$ cat src/rtl/pulse_seq_pkg.sv
// pulse_seq_pkg: sequencer state type and command record layout shared by the pulse sequencer files
package pulse_seq_pkg;

    typedef enum logic [1:0] {
        S_IDLE,
        S_ISSUE,
        S_HOLD,
        S_GAP
    } seq_state_t;

    localparam int DEF_NUM_CHANNEL        = 22;
    localparam int DEF_DC_VALUE_WIDTH     = 12;
    localparam int DEF_PULSE_LENGTH_WIDTH = 20;
    localparam int DEF_GAP_WIDTH          = 8;

    // Queue entry, most significant field first: dc_value, length, gap
    typedef struct packed {
        logic [DEF_NUM_CHANNEL*DEF_DC_VALUE_WIDTH-1:0] dc_value;
        logic [DEF_PULSE_LENGTH_WIDTH-1:0]             length;
        logic [DEF_GAP_WIDTH-1:0]                      gap;
    } cmd_t;

    localparam int CMD_WIDTH = $bits(cmd_t);

    // Width of a packed command record for arbitrary field sizes
    function automatic int cmd_width(input int nc, input int dw, input int lw, input int gw);
        return nc * dw + lw + gw;
    endfunction

endpackage

$ cat src/rtl/pulse_cmd_fifo.sv
// pulse_cmd_fifo: synchronous ordered command queue with flush and occupancy count
module pulse_cmd_fifo #(
    parameter int WIDTH = 8,
    parameter int DEPTH = 8
) (
    input  logic                     clk,
    input  logic                     rst,
    input  logic                     i_push,
    input  logic                     i_pop,
    input  logic                     i_flush,
    input  logic [WIDTH-1:0]         i_data,
    output logic [WIDTH-1:0]         o_data,
    output logic                     o_full,
    output logic                     o_empty,
    output logic [$clog2(DEPTH):0]   o_count
);

    localparam int AW = $clog2(DEPTH);

    logic [WIDTH-1:0] r_mem [DEPTH];
    logic [AW-1:0]    r_wr;
    logic [AW-1:0]    r_rd;
    logic [AW:0]      r_count;
    logic             w_push;
    logic             w_pop;

    assign w_push  = i_push && !o_full;
    assign w_pop   = i_pop && !o_empty;
    assign o_full  = r_count == (AW+1)'(DEPTH);
    assign o_empty = r_count == '0;
    assign o_data  = r_mem[r_rd];
    assign o_count = r_count;

    // Pointer and occupancy tracking; flush empties the queue in one edge
    always_ff @(posedge clk) begin
        if (rst || i_flush) begin
            r_wr    <= '0;
            r_rd    <= '0;
            r_count <= '0;
        end else begin
            if (w_push) r_wr <= r_wr + AW'(1);
            if (w_pop)  r_rd <= r_rd + AW'(1);
            r_count <= r_count + (AW+1)'(w_push) - (AW+1)'(w_pop);
        end
    end

    // Storage write; contents need no reset since occupancy gates every read
    always_ff @(posedge clk) begin
        if (w_push) r_mem[r_wr] <= i_data;
    end

endmodule

$ cat src/rtl/pulse_dac_sequencer.sv
// pulse_dac_sequencer: queues pulse commands and paces their issue to the DAC controller
module pulse_dac_sequencer
    import pulse_seq_pkg::*;
#(
    parameter int NUM_CHANNEL        = 22,
    parameter int DC_VALUE_WIDTH     = 12,
    parameter int PULSE_LENGTH_WIDTH = 20,
    parameter int GAP_WIDTH          = 8,
    parameter int FIFO_DEPTH         = 8
) (
    input  logic                                  clk,
    input  logic                                  rst,
    input  logic                                  enable,
    input  logic                                  flush,
    input  logic                                  cmd_valid,
    output logic                                  cmd_ready,
    input  logic [DC_VALUE_WIDTH*NUM_CHANNEL-1:0] cmd_dc_value,
    input  logic [PULSE_LENGTH_WIDTH-1:0]         cmd_length,
    input  logic [GAP_WIDTH-1:0]                  cmd_gap,
    output logic [DC_VALUE_WIDTH*NUM_CHANNEL-1:0] dc_value_out,
    output logic [PULSE_LENGTH_WIDTH-1:0]         length_out,
    output logic                                  valid_dc_value_out,
    output logic                                  busy,
    output logic [$clog2(FIFO_DEPTH):0]           fifo_count,
    output logic                                  err_zero_length
);

    localparam int DCW = DC_VALUE_WIDTH * NUM_CHANNEL;
    localparam int CW  = cmd_width(NUM_CHANNEL, DC_VALUE_WIDTH, PULSE_LENGTH_WIDTH, GAP_WIDTH);

    seq_state_t                    r_state;
    seq_state_t                    w_next;
    seq_state_t                    w_decide;
    seq_state_t                    w_after_hold;
    logic [PULSE_LENGTH_WIDTH-1:0] r_hold;
    logic [GAP_WIDTH-1:0]          r_gap;
    logic [DCW-1:0]                r_dc;
    logic [PULSE_LENGTH_WIDTH-1:0] r_len;
    logic                          r_err;
    logic                          w_full;
    logic                          w_empty;
    logic                          w_accept;
    logic                          w_push;
    logic                          w_can_issue;
    logic                          w_load;
    logic [CW-1:0]                 w_head;
    logic [DCW-1:0]                w_head_dc;
    logic [PULSE_LENGTH_WIDTH-1:0] w_head_len;
    logic [GAP_WIDTH-1:0]          w_head_gap;

    // A flush cycle refuses new commands and suppresses any issue from the queue being cleared
    assign cmd_ready   = !w_full && !flush;
    assign w_accept    = cmd_valid && cmd_ready;
    assign w_push      = w_accept && (cmd_length != '0);
    assign w_can_issue = !w_empty && enable && !flush;
    assign w_load      = w_next == S_ISSUE;

    assign w_head_dc  = w_head[CW-1 -: DCW];
    assign w_head_len = w_head[GAP_WIDTH +: PULSE_LENGTH_WIDTH];
    assign w_head_gap = w_head[GAP_WIDTH-1:0];

    assign w_decide     = w_can_issue ? S_ISSUE : S_IDLE;
    assign w_after_hold = (r_gap != '0) ? S_GAP : w_decide;

    assign dc_value_out       = r_dc;
    assign length_out         = r_len;
    assign valid_dc_value_out = r_state == S_ISSUE;
    assign busy               = r_state != S_IDLE;
    assign err_zero_length    = r_err;

    pulse_cmd_fifo #(
        .WIDTH (CW),
        .DEPTH (FIFO_DEPTH)
    ) u_fifo (
        .clk     (clk),
        .rst     (rst),
        .i_push  (w_push),
        .i_pop   (w_load),
        .i_flush (flush),
        .i_data  ({cmd_dc_value, cmd_length, cmd_gap}),
        .o_data  (w_head),
        .o_full  (w_full),
        .o_empty (w_empty),
        .o_count (fifo_count)
    );

    // State register
    always_ff @(posedge clk) begin
        if (rst) r_state <= S_IDLE;
        else     r_state <= w_next;
    end

    // Next state: ISSUE lasts one cycle, HOLD covers the rest of the pulse, GAP the idle tail
    always_comb begin
        w_next = r_state;
        case (r_state)
            S_IDLE:  w_next = w_decide;
            S_ISSUE: w_next = (r_hold != '0) ? S_HOLD : w_after_hold;
            S_HOLD:  w_next = (r_hold == PULSE_LENGTH_WIDTH'(1)) ? w_after_hold : S_HOLD;
            S_GAP:   w_next = (r_gap == GAP_WIDTH'(1)) ? w_decide : S_GAP;
            default: w_next = S_IDLE;
        endcase
    end

    // Head is captured on the edge entering ISSUE so the strobe cycle carries its own data
    always_ff @(posedge clk) begin
        if (rst) begin
            r_hold <= '0;
            r_gap  <= '0;
            r_dc   <= '0;
            r_len  <= '0;
        end else if (w_load) begin
            r_hold <= w_head_len - PULSE_LENGTH_WIDTH'(1);
            r_gap  <= w_head_gap;
            r_dc   <= w_head_dc;
            r_len  <= w_head_len;
        end else begin
            if (r_state == S_HOLD) r_hold <= r_hold - PULSE_LENGTH_WIDTH'(1);
            if (r_state == S_GAP)  r_gap  <= r_gap - GAP_WIDTH'(1);
        end
    end

    // Zero-length commands are consumed by the handshake and reported one cycle later
    always_ff @(posedge clk) begin
        if (rst) r_err <= 1'b0;
        else     r_err <= w_accept && (cmd_length == '0);
    end

endmodule

$ cat config.mk
export PLATFORM = sky130hd
export DESIGN_NAME = pulse_dac_sequencer
export DESIGN_NICKNAME = d
export VERILOG_FILES = /design/src/rtl/pulse_seq_pkg.sv /design/src/rtl/pulse_cmd_fifo.sv /design/src/rtl/pulse_dac_sequencer.sv
export SDC_FILE = /design/constraint.sdc
export NUM_CORES = 2
export LEC_CHECK = 0
export ABC_AREA = 0
export CORE_MARGIN = 2
export CORE_UTILIZATION = 53
export CTS_CLUSTER_SIZE = 30
export DETAILED_ROUTE_END_ITERATION = 8
export PLACE_DENSITY_LB_ADDON = 0.25
export SLEW_MARGIN = 30
export SYNTH_ARGS = -nofsm -noshare
export SYNTH_HDL_FRONTEND = slang
export SYNTH_SLANG_ARGS = --single-unit
$ cat constraint.sdc
create_clock -name clk -period 27.5 [get_ports clk]
set_input_delay 2.75 -clock clk [delete_from_list [all_inputs] [get_ports clk]]
set_output_delay 2.75 -clock clk [all_outputs]
set_load 0.005 [all_outputs]
After elaboration in Yosys (flattened, before gate mapping)
Memory sizes are Yosys's and may differ from the RTL's. A register that Yosys moved wholly into a read port is not among the register bits.
Cells that the tools add are included.
W data, S select, Z words.
{"block": "totals", "ff_bits": 325, "ramBits": 2336, "inputBits": 297, "output_inout_bits": 292, "word_cells": 59, "mem_count": 1}
{"memory": "u_fifo.r_mem", "words": 8, "word_bits": 292, "rd": 1, "rd_ports_with_merged_regs": 1, "wr": 1, "line_no": "pulse_cmd_fifo.sv:20", "rtl": "logic [WIDTH-1:0] r_mem [DEPTH];"}
{"block": "classes", "add_sub_neg": 7, "eq_ne": 7, "muxes": 14, "n_reduce_logical": 21}
{"op": "$mux W20", "count": 2}
{"op": "$reduce_bool A20 Y1", "count": 2}
{"op": "$sub A20 B1 Y20 const B", "count": 2}
{"op": "$eq A20 B1 Y1 const B", "count": 1}
{"op": "$logic_not A20 Y1", "count": 1}
{"op": "$mux W8", "count": 2}
{"op": "$eq A8 B1 Y1 const B", "count": 1}
{"op": "$logic_and A1 B1 Y1", "count": 8}
{"op": "$mux W2", "count": 4}
{"op": "$pmux W2 S4", "count": 1}
{"op": "$reduce_bool A8 Y1", "count": 1}
{"op": "$sub A8 B1 Y8 const B", "count": 1}
{"op": "$add A3 B1 Y3 const B", "count": 2}
{"op": "$mux W3", "count": 2}
{"op": "$reduce_bool A2 Y1", "count": 3}
{"op": "$add A4 B1 Y4", "count": 1}
{"op": "$eq A2 B1 Y1 const B", "count": 2}
{"op": "$eq A2 B2 Y1 const B", "count": 2}
{"op": "$eq A4 B4 Y1 const B", "count": 1}
{"op": "$logic_not A4 Y1", "count": 1}
{"op": "$sub A4 B1 Y4", "count": 1}
{"op": "$logic_not A1 Y1", "count": 3}
{"op": "$mux W1", "count": 3}
{"op": "$logic_not A2 Y1", "count": 1}
{"op": "$logic_or A1 B1 Y1", "count": 1}

Logic depth before layout (Yosys ltp)
{"block": "depth", "ltp_word": 12, "depth_mapped": 16, "ltp_nobuf": 14}

Modules after synthesis
From an unflattened synthesis, not the netlist that was laid out.
{"block": "hier_totals", "cells_unflattened": 4978, "hier_area_um2": 102051.6}
{"mod": "pulse_cmd_fifo", "n_inst": 1, "cells_each": 3456, "area_per_inst_um2": 88358.5, "seq_area_each_um2": 70407.5}
{"mod": "pulse_dac_sequencer", "n_inst": 1, "cells_each": 1522, "area_per_inst_um2": 13693.1, "seq_area_each_um2": 6306.0}

Worst setup path before layout
No wires, ideal clock.
{"block": "synth_timing", "path_kind": "input to register", "from": "in flush", "to": "mem u_fifo.r_mem[4][0] (netlist bit), enable pin", "setup_time_ns": 1.363, "t_arrival_ns": 24.575, "required_ns": 26.137, "path_slack_ns": 1.562, "stages": 4, "path_buffers": 0, "path_cell_list": "a31oi_1 > o211ai_1 > or2_2 > nor3b_1"}
{"block": "synth_between", "elab_chain_len": 7}
{"item": "start: declaration", "line_no": "pulse_dac_sequencer.sv:14", "rtl": "input logic flush,"}
{"item": "$logic_not A1 Y1", "line_no": "pulse_dac_sequencer.sv:52", "rtl": "assign cmd_ready = !w_full && !flush;"}
{"item": "$logic_and A1 B1 Y1", "line_no": "pulse_dac_sequencer.sv:52"}
{"item": "$logic_and A1 B1 Y1", "line_no": "pulse_dac_sequencer.sv:53", "rtl": "assign w_accept = cmd_valid && cmd_ready;"}
{"item": "$logic_and A1 B1 Y1", "line_no": "pulse_dac_sequencer.sv:54", "rtl": "assign w_push = w_accept && (cmd_length != '0);"}
{"item": "$logic_and A1 B1 Y1", "line_no": "pulse_cmd_fifo.sv:27", "rtl": "assign w_push = i_push && !o_full;"}
{"item": "$mux W1", "line_no": "pulse_cmd_fifo.sv:49", "rtl": "if (w_push) r_mem[r_wr] <= i_data;"}
{"item": "$mux W1 (not written as such)", "line_no": "pulse_cmd_fifo.sv:49"}
{"item": "end: declaration", "line_no": "pulse_cmd_fifo.sv:20"}
Every way passes these cells.

Worst setup path in the final report
{"block": "layout_timing", "from": "in cmd_length[12]", "to": "mem u_fifo.r_mem[3][129] (netlist bit), enable pin"}
{"block": "layout_between", "elab_chain_len": 5}
{"item": "start: declaration", "line_no": "pulse_dac_sequencer.sv:18", "rtl": "input logic [PULSE_LENGTH_WIDTH-1:0] cmd_length,"}
{"item": "$reduce_bool A20 Y1", "line_no": "pulse_dac_sequencer.sv:54"}
{"item": "$logic_and A1 B1 Y1", "line_no": "pulse_dac_sequencer.sv:54"}
{"item": "$logic_and A1 B1 Y1", "line_no": "pulse_cmd_fifo.sv:27"}
{"item": "named net u_fifo.w_push", "line_no": "pulse_cmd_fifo.sv:24", "rtl": "logic w_push;"}
{"item": "$mux W1", "line_no": "pulse_cmd_fifo.sv:49"}
{"item": "$mux W1 (not written as such)", "line_no": "pulse_cmd_fifo.sv:49"}
The timed path passes the listed nets, and every way through them passes these cells.

==> out/results.ini <==
[synthesis]
synth-async-reset-ratio_pct=0
synthTopCellsByArea=edfxtp_1 70%, mux4_2 13%, dfxtp_1 6.5%
synth_edf_count=2336
synth.cells.most_frequent=2,336 x edfxtp_1, 584 x mux4_2, 328 x dfxtp_1, 328 x nor2_1, 297 x a211oi_2
synthFlopType=edfxtp_1
syn_nets=4986
yosys.area.top_type=edfxtp_1
ys_warn_count=0
syn_avg_cell_area_sq_um=21.6
synth_cells=4673
mappedNetlistArea_sq_mm=0.101
post-synth-top-count-cell=edfxtp_1
ys_types=53
synth_top_cell_area_share_pct=69.6
ys_ff_latch=2664
seq_area_frac_synth_pct=76.1

[clock_network]
postCtsHoldBufs=0
cts_tree=yes
clockBufferDepth=4
path_clk_slew_ns=0.06
cts_resized=0
cts_inserted_buffers=284
cts_setup_buffers=0
clock_latency_ns=0.93
htree_levels=5
cts_sinks=2664
cts_root_buffer=clkbuf_16

[finish]
design_area_sq_mm=0.119
layout-drive-gt1-share_pct=24.7
area_delta_synth_final_pct=17.6
fin_nets=5678
fillers=12900

[sta]
fin_skew_ns=0.0574
tightest_slew_ns=1.28
holdWs_ns=0.456
finalCritPeriodShare_pct=25.1
setup_viol=0
fmax_ghz=0.145
min_period_ns=6.91
tns_ns=0
final_max_slew_viol_count=0
rsz0062_at_grt=false
relSlewSlack_pct=14.4
hold_viol_final=0

[place]
place.gp.congestion=0.748
portBuffers=588
dpl_cell_area_sq_mm=0.109
dp.final_hpwl_um=119000

[setup_path]
setup.worst_path.start_class=input port
crit_path_max_incr_delay_ns=0.84
cpMaxStageDelayCell=buf_4
crit_fanout=51
crit_required_ns=28.02
cp_top_family=buffers and inverters
path_cells=clkdlybuf4s50_1 > nor4_1 > nand3_1 > o211ai_1 > inv_1 > nand2_1 > nor2_4 > buf_4 > buf_4 > buf_4
crit_top_cell=buf_4
cp.arrival_ns=7.43
critPathCaptureType=register
cp_num_buf_inv=5
critical_path_class=in -> reg

[floorplan]
dieArea_sq_mm=0.194
core_area_sq_mm=0.190
die_x_um=440
io_pins=589
start_util_pct=53.1
rows=160
dieHeight_um=440

[routing]
wl_per_cell_um=26.8
dr.first_iter.drc_count=3629
vias=47800
wirelength_um=218000
vias_per_cell=5.89
post-route-drc-count=0
drt_first_pass_iters=5
ant_nets=0

[global_routing]
overflow=0
track_usage_pct=22.5
antenna_found_initial=72
grt_max_degree=190
grt_pass1_vias=49400
grt_pass1_wl_um=322000

[status]
status=finished clean

[job]
cap_violations=0

[power_and_ir_drop]
power_density_mw_per_mm2=88.6
peakVddDrop_uv=96.9
leakagePower_nw=35.6

[worst_hold_path]
hp-class=reg -> reg

[area by class of cell]
cell class / count / area, sq um / area share (%)
antenna: 28 / 70.1 / 0.0591
clock buffer: 414 / 8160 / 6.88
clock inverter: 80 / 885 / 0.746
inverter: 22 / 98.8 / 0.0834
multi-input combinational: 1713 / 22600 / 19.1
sequential: 2664 / 76700 / 64.7
tap: 2511 / 3140 / 2.65
timing repair buffer: 680 / 6850 / 5.78
[cells in the final DEF (no fill, tap or decap), drive strengths merged, types with 50 or more instances in the layout]
cell	Yosys	routed
edfxtp	2336	2336
clkdlybuf4s50	0	587
mux4	584	584
clkbuf	110	414
dfxtp	328	328
nor2	328	328
a211oi	304	304
mux2i	292	292
buf	164	93
clkinv	0	50
[flip-flops by register name, summed over array words and instances (netlist names), named ones only]
signal           flops
u_fifo.r_mem      2336
r_state              2
dc_value_out       264
u_fifo.o_count       4
u_fifo.r_rd          3
u_fifo.r_wr          3
length_out          20
err_zero_length      1
r_gap                8
r_hold              20
[final timing paths]
path                           from                   end  slack, ns  cells after the start
setup / recovery     cmd_length[12]  u_fifo.r_mem[3][129]      20.59                     10
hold / removal        length_out[0]         length_out[0]       0.46                      2
setup reg to reg  u_fifo.o_count[2]  u_fifo.r_mem[3][129]      22.31                     10
hold reg to reg       length_out[0]         length_out[0]       0.46                      2
[logic make-up (layout without fill, tap and decap cells)]
kind of cell,after synthesis,in the layout,synth area share [%]
adders and majority gates,16,16,0.206
and+or+nand+nor,437,437,1.83
muxes,877,877,16.0
buffers and inverters,296,1196,1.49
xor gates and xnor gates,40,40,0.348
other,0,28,0
DFF,2664,2664,76.1
AOI/OAI and AO/OA,343,343,4.02
[worst register-to-register path: cells and delay by family, from the launching register on]
family,cells,cell delay (ns)
adder cells (fa/ha/maj),1,0.26
AND/OR/NAND/NOR,2,0.68
AO/OA/AOI/OAI,2,0.55
flip-flops,1,0.46
buffers and inverters,5,2.80
[layer usage]
layer / track usage, % / vias to the layer above / routed length (um)
met3: 5.25 / 417 / 13100
met4: 7.57 / 68 / 5980
met2: 37.4 / 1268 / 110000
met5: 0 / - / 442
li1: - / 20700 / -
met1: 29.4 / 25300 / 87600
[power breakdown]
part           switching, mW  internal, mW
Clock                   1.47          2.23
Sequential             0.207          4.70
Combinational          0.953         0.944
[through the flow]
step / setup WS (ns) / power (mW) / util, % / std cells
floorplan: 1.56 / 6.15 / - / 4673
global placement: 19.34 / 6.85 / 57.6 / 7584
detailed placement: 19.35 / 6.90 / 57.6 / 7584
CTS: 20.31 / 10.6 / 62.4 / 8078
global route: 20.33 / 10.9 / 62.5 / 8106
finish: 20.59 / 10.5 / 62.5 / 8112
(Power assumes the default switching activity.)
